==> src/rtl/reg_arbiter.sv <==
// Two-requester round-robin arbiter onto a shared register bus with a
// fixed read latency; each transaction runs IDLE -> BUS (READ_LATENCY cycles) -> DONE.
module reg_arbiter #(
  parameter int unsigned READ_LATENCY = 1
) (
  input  logic        clk,
  input  logic        reset,
  input  logic        a_req,
  input  logic        a_wr,
  input  logic [15:0] a_addr,
  input  logic [31:0] a_wdata,
  output logic        a_ack,
  output logic [31:0] a_rdata,
  input  logic        b_req,
  input  logic        b_wr,
  input  logic [15:0] b_addr,
  input  logic [31:0] b_wdata,
  output logic        b_ack,
  output logic [31:0] b_rdata,
  output logic [15:0] reg_addr,
  output logic [31:0] reg_wdata,
  output logic        reg_wr,
  input  logic [31:0] reg_rdata,
  output logic        busy,
  output logic        grant_b
);

  typedef enum logic [1:0] {IDLE, BUS, DONE} state_t;

  localparam logic [1:0] CNT_LOAD = 2'(READ_LATENCY - 1);

  state_t      state_q, state_d;
  logic        last_b_q, last_b_d;
  logic        grant_b_q, grant_b_d;
  logic        wr_q, wr_d;
  logic [15:0] addr_q, addr_d;
  logic [31:0] wdata_q, wdata_d;
  logic [1:0]  cnt_q, cnt_d;
  logic        first_q, first_d;
  logic [31:0] a_rdata_q, a_rdata_d;
  logic [31:0] b_rdata_q, b_rdata_d;
  logic        pick_b;

  always_ff @(posedge clk) begin
    if (reset) begin
      state_q   <= IDLE;
      last_b_q  <= 1'b1;
      grant_b_q <= 1'b0;
      wr_q      <= 1'b0;
      addr_q    <= '0;
      wdata_q   <= '0;
      cnt_q     <= '0;
      first_q   <= 1'b0;
      a_rdata_q <= '0;
      b_rdata_q <= '0;
    end else begin
      state_q   <= state_d;
      last_b_q  <= last_b_d;
      grant_b_q <= grant_b_d;
      wr_q      <= wr_d;
      addr_q    <= addr_d;
      wdata_q   <= wdata_d;
      cnt_q     <= cnt_d;
      first_q   <= first_d;
      a_rdata_q <= a_rdata_d;
      b_rdata_q <= b_rdata_d;
    end
  end

  always_comb begin
    state_d   = state_q;
    last_b_d  = last_b_q;
    grant_b_d = grant_b_q;
    wr_d      = wr_q;
    addr_d    = addr_q;
    wdata_d   = wdata_q;
    cnt_d     = cnt_q;
    first_d   = first_q;
    a_rdata_d = a_rdata_q;
    b_rdata_d = b_rdata_q;
    // B wins when alone, or when both ask and A was granted last
    pick_b    = b_req && (!a_req || !last_b_q);
    case (state_q)
      IDLE: begin
        if (a_req || b_req) begin
          grant_b_d = pick_b;
          last_b_d  = pick_b;
          wr_d      = pick_b ? b_wr    : a_wr;
          addr_d    = pick_b ? b_addr  : a_addr;
          wdata_d   = pick_b ? b_wdata : a_wdata;
          cnt_d     = CNT_LOAD;
          first_d   = 1'b1;
          state_d   = BUS;
        end
      end
      BUS: begin
        first_d = 1'b0;
        if (cnt_q == '0) begin
          state_d = DONE;
          if (grant_b_q) b_rdata_d = reg_rdata;
          else           a_rdata_d = reg_rdata;
        end else begin
          cnt_d = cnt_q - 2'd1;
        end
      end
      DONE:    state_d = IDLE;
      default: state_d = IDLE;
    endcase
  end

  assign busy      = (state_q != IDLE);
  assign grant_b   = grant_b_q;
  assign reg_addr  = (state_q == BUS) ? addr_q  : '0;
  assign reg_wdata = (state_q == BUS) ? wdata_q : '0;
  assign reg_wr    = (state_q == BUS) && first_q && wr_q;
  assign a_ack     = (state_q == DONE) && !grant_b_q;
  assign b_ack     = (state_q == DONE) &&  grant_b_q;
  assign a_rdata   = a_rdata_q;
  assign b_rdata   = b_rdata_q;

endmodule

==> config.mk <==
export PLATFORM = sky130hd
export DESIGN_NAME = reg_arbiter
export DESIGN_NICKNAME = d
export VERILOG_FILES = /design/src/rtl/reg_arbiter.sv
export SDC_FILE = /design/constraint.sdc
export NUM_CORES = 1
export LEC_CHECK = 0
export CORE_ASPECT_RATIO = 1.75
export CORE_MARGIN = 5
export CORE_UTILIZATION = 37
export CTS_CLUSTER_DIAMETER = 40
export DETAILED_ROUTE_END_ITERATION = 10
export GPL_TIMING_DRIVEN = 0
export MAX_ROUTING_LAYER = met4
export PLACE_DENSITY = 0.81
export SLEW_MARGIN = 10
export SYNTH_ARGS = -nofsm -noshare
export SYNTH_HDL_FRONTEND = slang
export SYNTH_SLANG_ARGS = --single-unit
export TNS_END_PERCENT = 50
==> constraint.sdc <==
create_clock -name clk -period 1.4 [get_ports clk]
set_input_delay 0.21 -clock clk [delete_from_list [all_inputs] [get_ports clk]]
set_output_delay 0.21 -clock clk [all_outputs]
set_load 0.05 [all_outputs]
* Word level (Yosys, flattened, before mapping)
Cells that the tools add are included.
** Storage, ports and cells
- Flip-flop bits (word level) :: 120
- Bits of input ports :: 134
- Output and inout port bits :: 117
- Logic and storage cells :: 50
** Operators by class
- Add/subtract/negate cells :: 1
- Eq/ne operators :: 5
- Multiplexer cells :: 13
- Bitwise gates (word level) :: 1
- Reductions and logical operators :: 20
** Operators with widths (number)
- $mux 32 :: 2
- $mux 16 :: 2
- $reduce_and 3->1 :: 3
- $mux 2 :: 4
- $pmux 2 s2 :: 2
- $ne 2x2->1 const B :: 3
- $reduce_and 2->1 :: 3
- $logic_and 1x1->1 :: 5
- $logic_not 2->1 :: 2
- $reduce_bool 2->1 :: 2
- $logic_not 1->1 :: 3
- $eq 2x1->1 const B :: 1
- $eq 2x2->1 const B :: 1
- $logic_or 1x1->1 :: 2
- $mux 1 :: 2
- $pmux 1 s2 :: 1
- $sub 2x1->2 const B :: 1
- $not 1->1 :: 1

* Logic depth before layout (Yosys ltp)
- Depth after elaboration :: 4
- Depth in mapped cells :: 7

* Worst setup path before layout
Ideal clock, no wire load.
- Path kind :: reg-to-output
- From :: register grant_b_q, in the netlist grant_b
- To :: output a_ack
- Arrival :: 1.739 ns
- Required time :: 1.190 ns
- Slack :: -0.549 ns
- Stages on the path, launching flop included :: 2
- Cells stage by stage :: dfxtp_1 > nor3b_1
** On the way
- Cells in the longest elaborated chain, start to end :: 2
** Ends and longest elaborated chain
- start, declared :: line 34 : logic grant_b_q, grant_b_d;
- start signal, assigned :: line 59 : grant_b_q <= grant_b_d;
- $logic_not 1->1 :: line 116 : assign a_ack = (state_q == DONE) && !grant_b_q;
- $logic_and 1x1->1 :: line 116
- end, declared :: line 12 : output logic a_ack,
No other way between the ends.

* Worst setup path in the final report
- From :: register state_q[0]
- To :: output reg_wdata[19]
** On the way
- Cells in the longest elaborated chain, start to end :: 2
** Ends and longest elaborated chain
- start, declared :: line 32 : state_t state_q, state_d;
- start signal, assigned :: line 57 : state_q <= state_d;
- $eq 2x1->1 :: line 114 : assign reg_wdata = (state_q == BUS) ? wdata_q : '0;
- $mux 32 :: line 114
- end, declared :: line 21 : output logic [31:0] reg_wdata,
No other way between the ends.

==> results_tabular.tex <==
\begin{tabular}{lr}
\hline
Metric & Value \\
\hline
\multicolumn{2}{l}{\textbf{Worst setup path}} \\
CP endpoint & reg\_wdata[19] \\
Worst Setup Start Kind & flop \\
Top delay family on crit path & buffers and inverters \\
Data arrival time of the worst path & approximately 1.5 ns \\
Critical path required time & 1.19 ns \\
Worst setup slack for register-to-register paths & -0.20 ns \\
Start of the worst register-to-register path & state\_q[1]\$\_SDFFE\_PP0P\_ \\
Slowest CP cell & sky130\_fd\_sc\_hd\_\_dfxtp\_4 \\
Number of gates on the worst path with buffers counted & 5 \\
Crit path buffers/inverters & 3 \\
Type of the worst setup path & flop to output port \\
Crit path from & state\_q[0]\$\_SDFFE\_PP0P\_ \\
Delay of the slowest cell on the worst path & 0.35 ns \\
Worst reg2reg path depth & 8 \\
Maximum fanout along the worst path & 5 \\
CP dominant cell by count & sky130\_fd\_sc\_hd\_\_buf\_8 \\
Worst reg2reg endpoint & b\_rdata[14]\$\_SDFFE\_PP0P\_ \\
Crit. End Element & output port \\
Critical-path cell list & nor2b\_4, buf\_8, clkbuf\_16, and2\_4, buf\_8 \\
\multicolumn{2}{l}{\textbf{Die}} \\
Row Count & 57 \\
X dimension of the die & 99.55 um \\
Boundary pin count & approximately 250 \\
Die outline area & approximately 17000 um2 \\
Vert. Die Dim & 166.7 um \\
Initial cell density of the core & 0.3753 \\
Core outline area & 13840 um2 \\
\multicolumn{2}{l}{\textbf{Routing}} \\
ANT nets after route & 0 \\
Routed WL & 20820 um \\
DRC & 0 \\
Number of vias per cell & 5.156 \\
Number of DRC markers in iteration 0 & 263 \\
Post-DR wirelength/cell & around 18 um \\
Total via count in the routed design & approximately 5.9k \\
Pre-Repair DR Iteration Count & 5 \\
\multicolumn{2}{l}{\textbf{Power and ir drop}} \\
Proportion of power drawn by combinational gates & 0.261 \\
Sequential share of power & 0.341 \\
Internal power & 7.892 mW \\
Switching power of the nets & 3.358 mW \\
Peak supply drop & 0.7144 mV \\
Clk network pwr share & 0.398 \\
Leakage & 3.771 nW \\
Switch share & 0.2985 \\
Total power density per cell area & 1150 nW/um2 \\
\multicolumn{2}{l}{\textbf{Yosys}} \\
Instance count of the mapped netlist & 655 \\
Count of yosys warnings during synthesis & 0 \\
Summed instance area of the synthesized netlist & 5192 um2 \\
Fraction of synthesized cell area taken by the top area cell type & 0.4627 \\
Ranking of synthesized cells by area & sky130\_fd\_sc\_hd\_\_dfxtp\_1 (46\%), sky130\_fd\_sc\_hd\_\_nand2\_1 (17\%), sky130\_fd\_sc\_hd\_\_a21oi\_1 (11\%) \\
Syn avg cell area & 7.927 um2 \\
Distinct cell type count of the synthesized netlist & 33 \\
Flops \& latches, synth & 120 \\
Cell type with the highest aggregate area in the netlist & sky130\_fd\_sc\_hd\_\_dfxtp\_1 \\
Nets in the synthesized netlist & 791 \\
Sequential fraction of the synthesis area & 0.4627 \\
\multicolumn{2}{l}{\textbf{STA}} \\
Post-route clock skew & around 0.013 ns \\
Worst-Margin Slew & between 0.7 and 0.8 ns \\
Endpoints failing hold & 0 \\
Minimum setup slack in the final design & -0.3379 ns \\
Post-route clock period utilization & 1.241 \\
Headroom to the max-slew limit & 0.5045 \\
Final setup TNS & -22.52 ns \\
Final Slew Violations & 0 \\
Minimum clock period & 1.738 ns \\
Peak Freq & roughly 0.58 GHz \\
Setup repair after global routing missed its margin & true \\
Finish-stage setup viols & 155 \\
\multicolumn{2}{l}{\textbf{Clocking}} \\
CTS Hold Buffers Added & 0 \\
Clock tree from TritonCTS & done \\
Clock insertion delay at the later pin of the skew report & 0.41 ns \\
Maximum number of buffers from clock root to sink & 2 \\
TritonCTS Buffers & 17 \\
Clock-pin transition on the worst setup and hold timing paths & 0.06 ns \\
Clock root cell & sky130\_fd\_sc\_hd\_\_clkbuf\_16 \\
Number of H-tree levels & 4 \\
Clock sink total & 120 \\
\multicolumn{2}{l}{\textbf{Status}} \\
Status & finished, violations left \\
Failing checks & negative setup slack \\
\multicolumn{2}{l}{\textbf{Min path}} \\
Hold crit path type & input port to flop \\
\multicolumn{2}{l}{\textbf{Final layout}} \\
Layout overhead on the synthesized area & 88.41\% \\
\# nets final & 1085 \\
Multi-input combinational cell area & 2763 um2 \\
Filler cells & 988 \\
Post-layout utilization of the core & 0.7071 \\
Ratio of cells with drive above 1 in the final layout & 0.3451 \\
Register cell area after layout & 2412 um2 \\
\multicolumn{2}{l}{\textbf{Place}} \\
Placer congestion estimate & 0.8789 \\
Port-buffer cells & 249 \\
Half-perimeter wire length of the detailed placement result & 14530 um \\
\multicolumn{2}{l}{\textbf{GRT}} \\
Combined global-route utilization of all metal layers & 0.2353 \\
Global-route wire length before repair & slightly below 30000 um \\
Vias in the first global route & $\sim$5.6k \\
Pin count of the biggest net entering global routing & 17 \\
Number of antenna violations at the first check in global routing & 1 \\
Global route overflow & 0 \\
\multicolumn{2}{l}{\textbf{Job}} \\
Max capacitance violation total & 0 \\
\hline
\end{tabular}
layout make-up:
| type | instances | share of cell area |
|---|---|---|
| antenna | 1 | 0.0002558 |
| buffer | 59 | 0.05487 |
| clock buffer | 18 | 0.04387 |
| clock inverter | 14 | 0.01765 |
| inverter | 4 | 0.001791 |
| multi-input combinational | 470 | 0.2824 |
| sequential | 120 | 0.2466 |
| tap | 177 | 0.02264 |
| timing repair buffer | 277 | 0.3300 |
registers in the layout (all words and copies together) (netlist names):
signal    flops
state_q       2
first_q       1
a_rdata      32
grant_b       1
addr_q       16
cnt_q         2
b_rdata      32
wdata_q      32
last_b_q      1
wr_q          1
kinds of logic after synthesis:
kind of cell / Yosys count / synth area share
DFF: 120 / 0.4626
AOI/OAI and AO/OA: 173 / 0.2178
adders and majority gates: 2 / 0.004819
and+or+nand+nor: 295 / 0.2525
buffers and inverters: 65 / 0.06217
per-layer routing:
| metal | vias up | global-route usage | routed length, um |
|---|---|---|---|
| li1 | 2813 | - | - |
| met1 | 2762 | 0.2292 | 6895 |
| met2 | 243 | 0.4403 | 11820 |
| met3 | 60 | 0.04814 | 1123 |
| met4 | 0 | 0.09869 | 975 |
| met5 | - | - | 0 |
metrics by stage:
step                area [um2]  instances  hold slack (ns)  total power [mW]  worst slack, ns
floorplan                 5275        655           0.3460             5.300         -0.05707
global placement          7989       1081           0.4416             6.261           -1.229
detailed placement        7989       1081           0.4455             6.291           -1.199
CTS                       9201       1122           0.3348             11.02          -0.4081
global route              9783       1140           0.3700             11.66          -0.3912
finish                    9783       1140           0.3515             11.25          -0.3379
cell usage in the layout, fill, tap and decap left out, types with 3 or more instances in the layout:
cell	instances
sky130_fd_sc_hd__a21oi_1	89
sky130_fd_sc_hd__a21oi_2	29
sky130_fd_sc_hd__a311oi_1	39
sky130_fd_sc_hd__a311oi_2	10
sky130_fd_sc_hd__and2_4	48
sky130_fd_sc_hd__buf_12	7
sky130_fd_sc_hd__buf_2	15
sky130_fd_sc_hd__buf_4	18
sky130_fd_sc_hd__buf_6	11
sky130_fd_sc_hd__buf_8	69
sky130_fd_sc_hd__bufinv_16	3
sky130_fd_sc_hd__clkbuf_1	14
sky130_fd_sc_hd__clkbuf_16	23
sky130_fd_sc_hd__clkdlybuf4s15_2	64
sky130_fd_sc_hd__clkdlybuf4s50_1	132
sky130_fd_sc_hd__clkinv_2	3
sky130_fd_sc_hd__clkinv_4	3
sky130_fd_sc_hd__dfxtp_1	116
sky130_fd_sc_hd__inv_6	3
sky130_fd_sc_hd__nand2_1	224
sky130_fd_sc_hd__nand2_2	4
what timing repair did:
| item | 4_1_cts | 5_1_grt |
|---|---|---|
| gates cloned | 2 | 7 |
| setup endpoints to repair | 207 | 165 |
| setup buffers | 7 | 12 |
| gates resized for setup | 686 | 119 |
| pin swaps | 25 | 49 |
cell usage after synthesis (all sizes together):
| library cell | n |
|---|---|
| a41o | 1 |
| buf | 39 |
| o21ai | 2 |
| ha | 2 |
| clkbuf | 22 |
| and4b | 1 |
| a21bo | 1 |
| a311oi | 49 |
| nand2 | 229 |
| nor2 | 3 |
| and4bb | 1 |
| o211ai | 1 |
| and3b | 1 |
| nand4b | 1 |
| nor3 | 1 |
| nand2b | 2 |
| and3 | 3 |
| and2 | 48 |
| or3b | 1 |
| a21boi | 1 |
| or2 | 1 |
| a21oi | 118 |
| nor3b | 1 |
| nor2b | 1 |
| inv | 4 |
| dfxtp | 120 |
| nand4bb | 1 |
power by group through the flow:
stage	combinational [mW]	sequential, mW	clock (mW)
finish	2.93	3.84	4.48
global route	3.10	3.87	4.69
CTS	2.69	3.82	4.51
detailed placement	2.40	3.89	0
global placement	2.38	3.88	0
floorplan	1.16	4.14	0
how the worst min path moves through the flow:
stage,to,from,cells after the start
6_report,wdata_q[6]$_SDFFE_PP0P_,reset,2
2_1_floorplan,a_rdata[0]$_SDFFE_PP0P_,reg_rdata[0],2
5_1_grt,wdata_q[28]$_SDFFE_PP0P_,a_wdata[28],3
4_1_cts,wdata_q[6]$_SDFFE_PP0P_,reset,2
3_5_place_dp,b_rdata[7]$_SDFFE_PP0P_,b_rdata[7]$_SDFFE_PP0P_,2
3_3_place_gp,b_rdata[7]$_SDFFE_PP0P_,b_rdata[7]$_SDFFE_PP0P_,2
(Power assumes the default switching activity.)
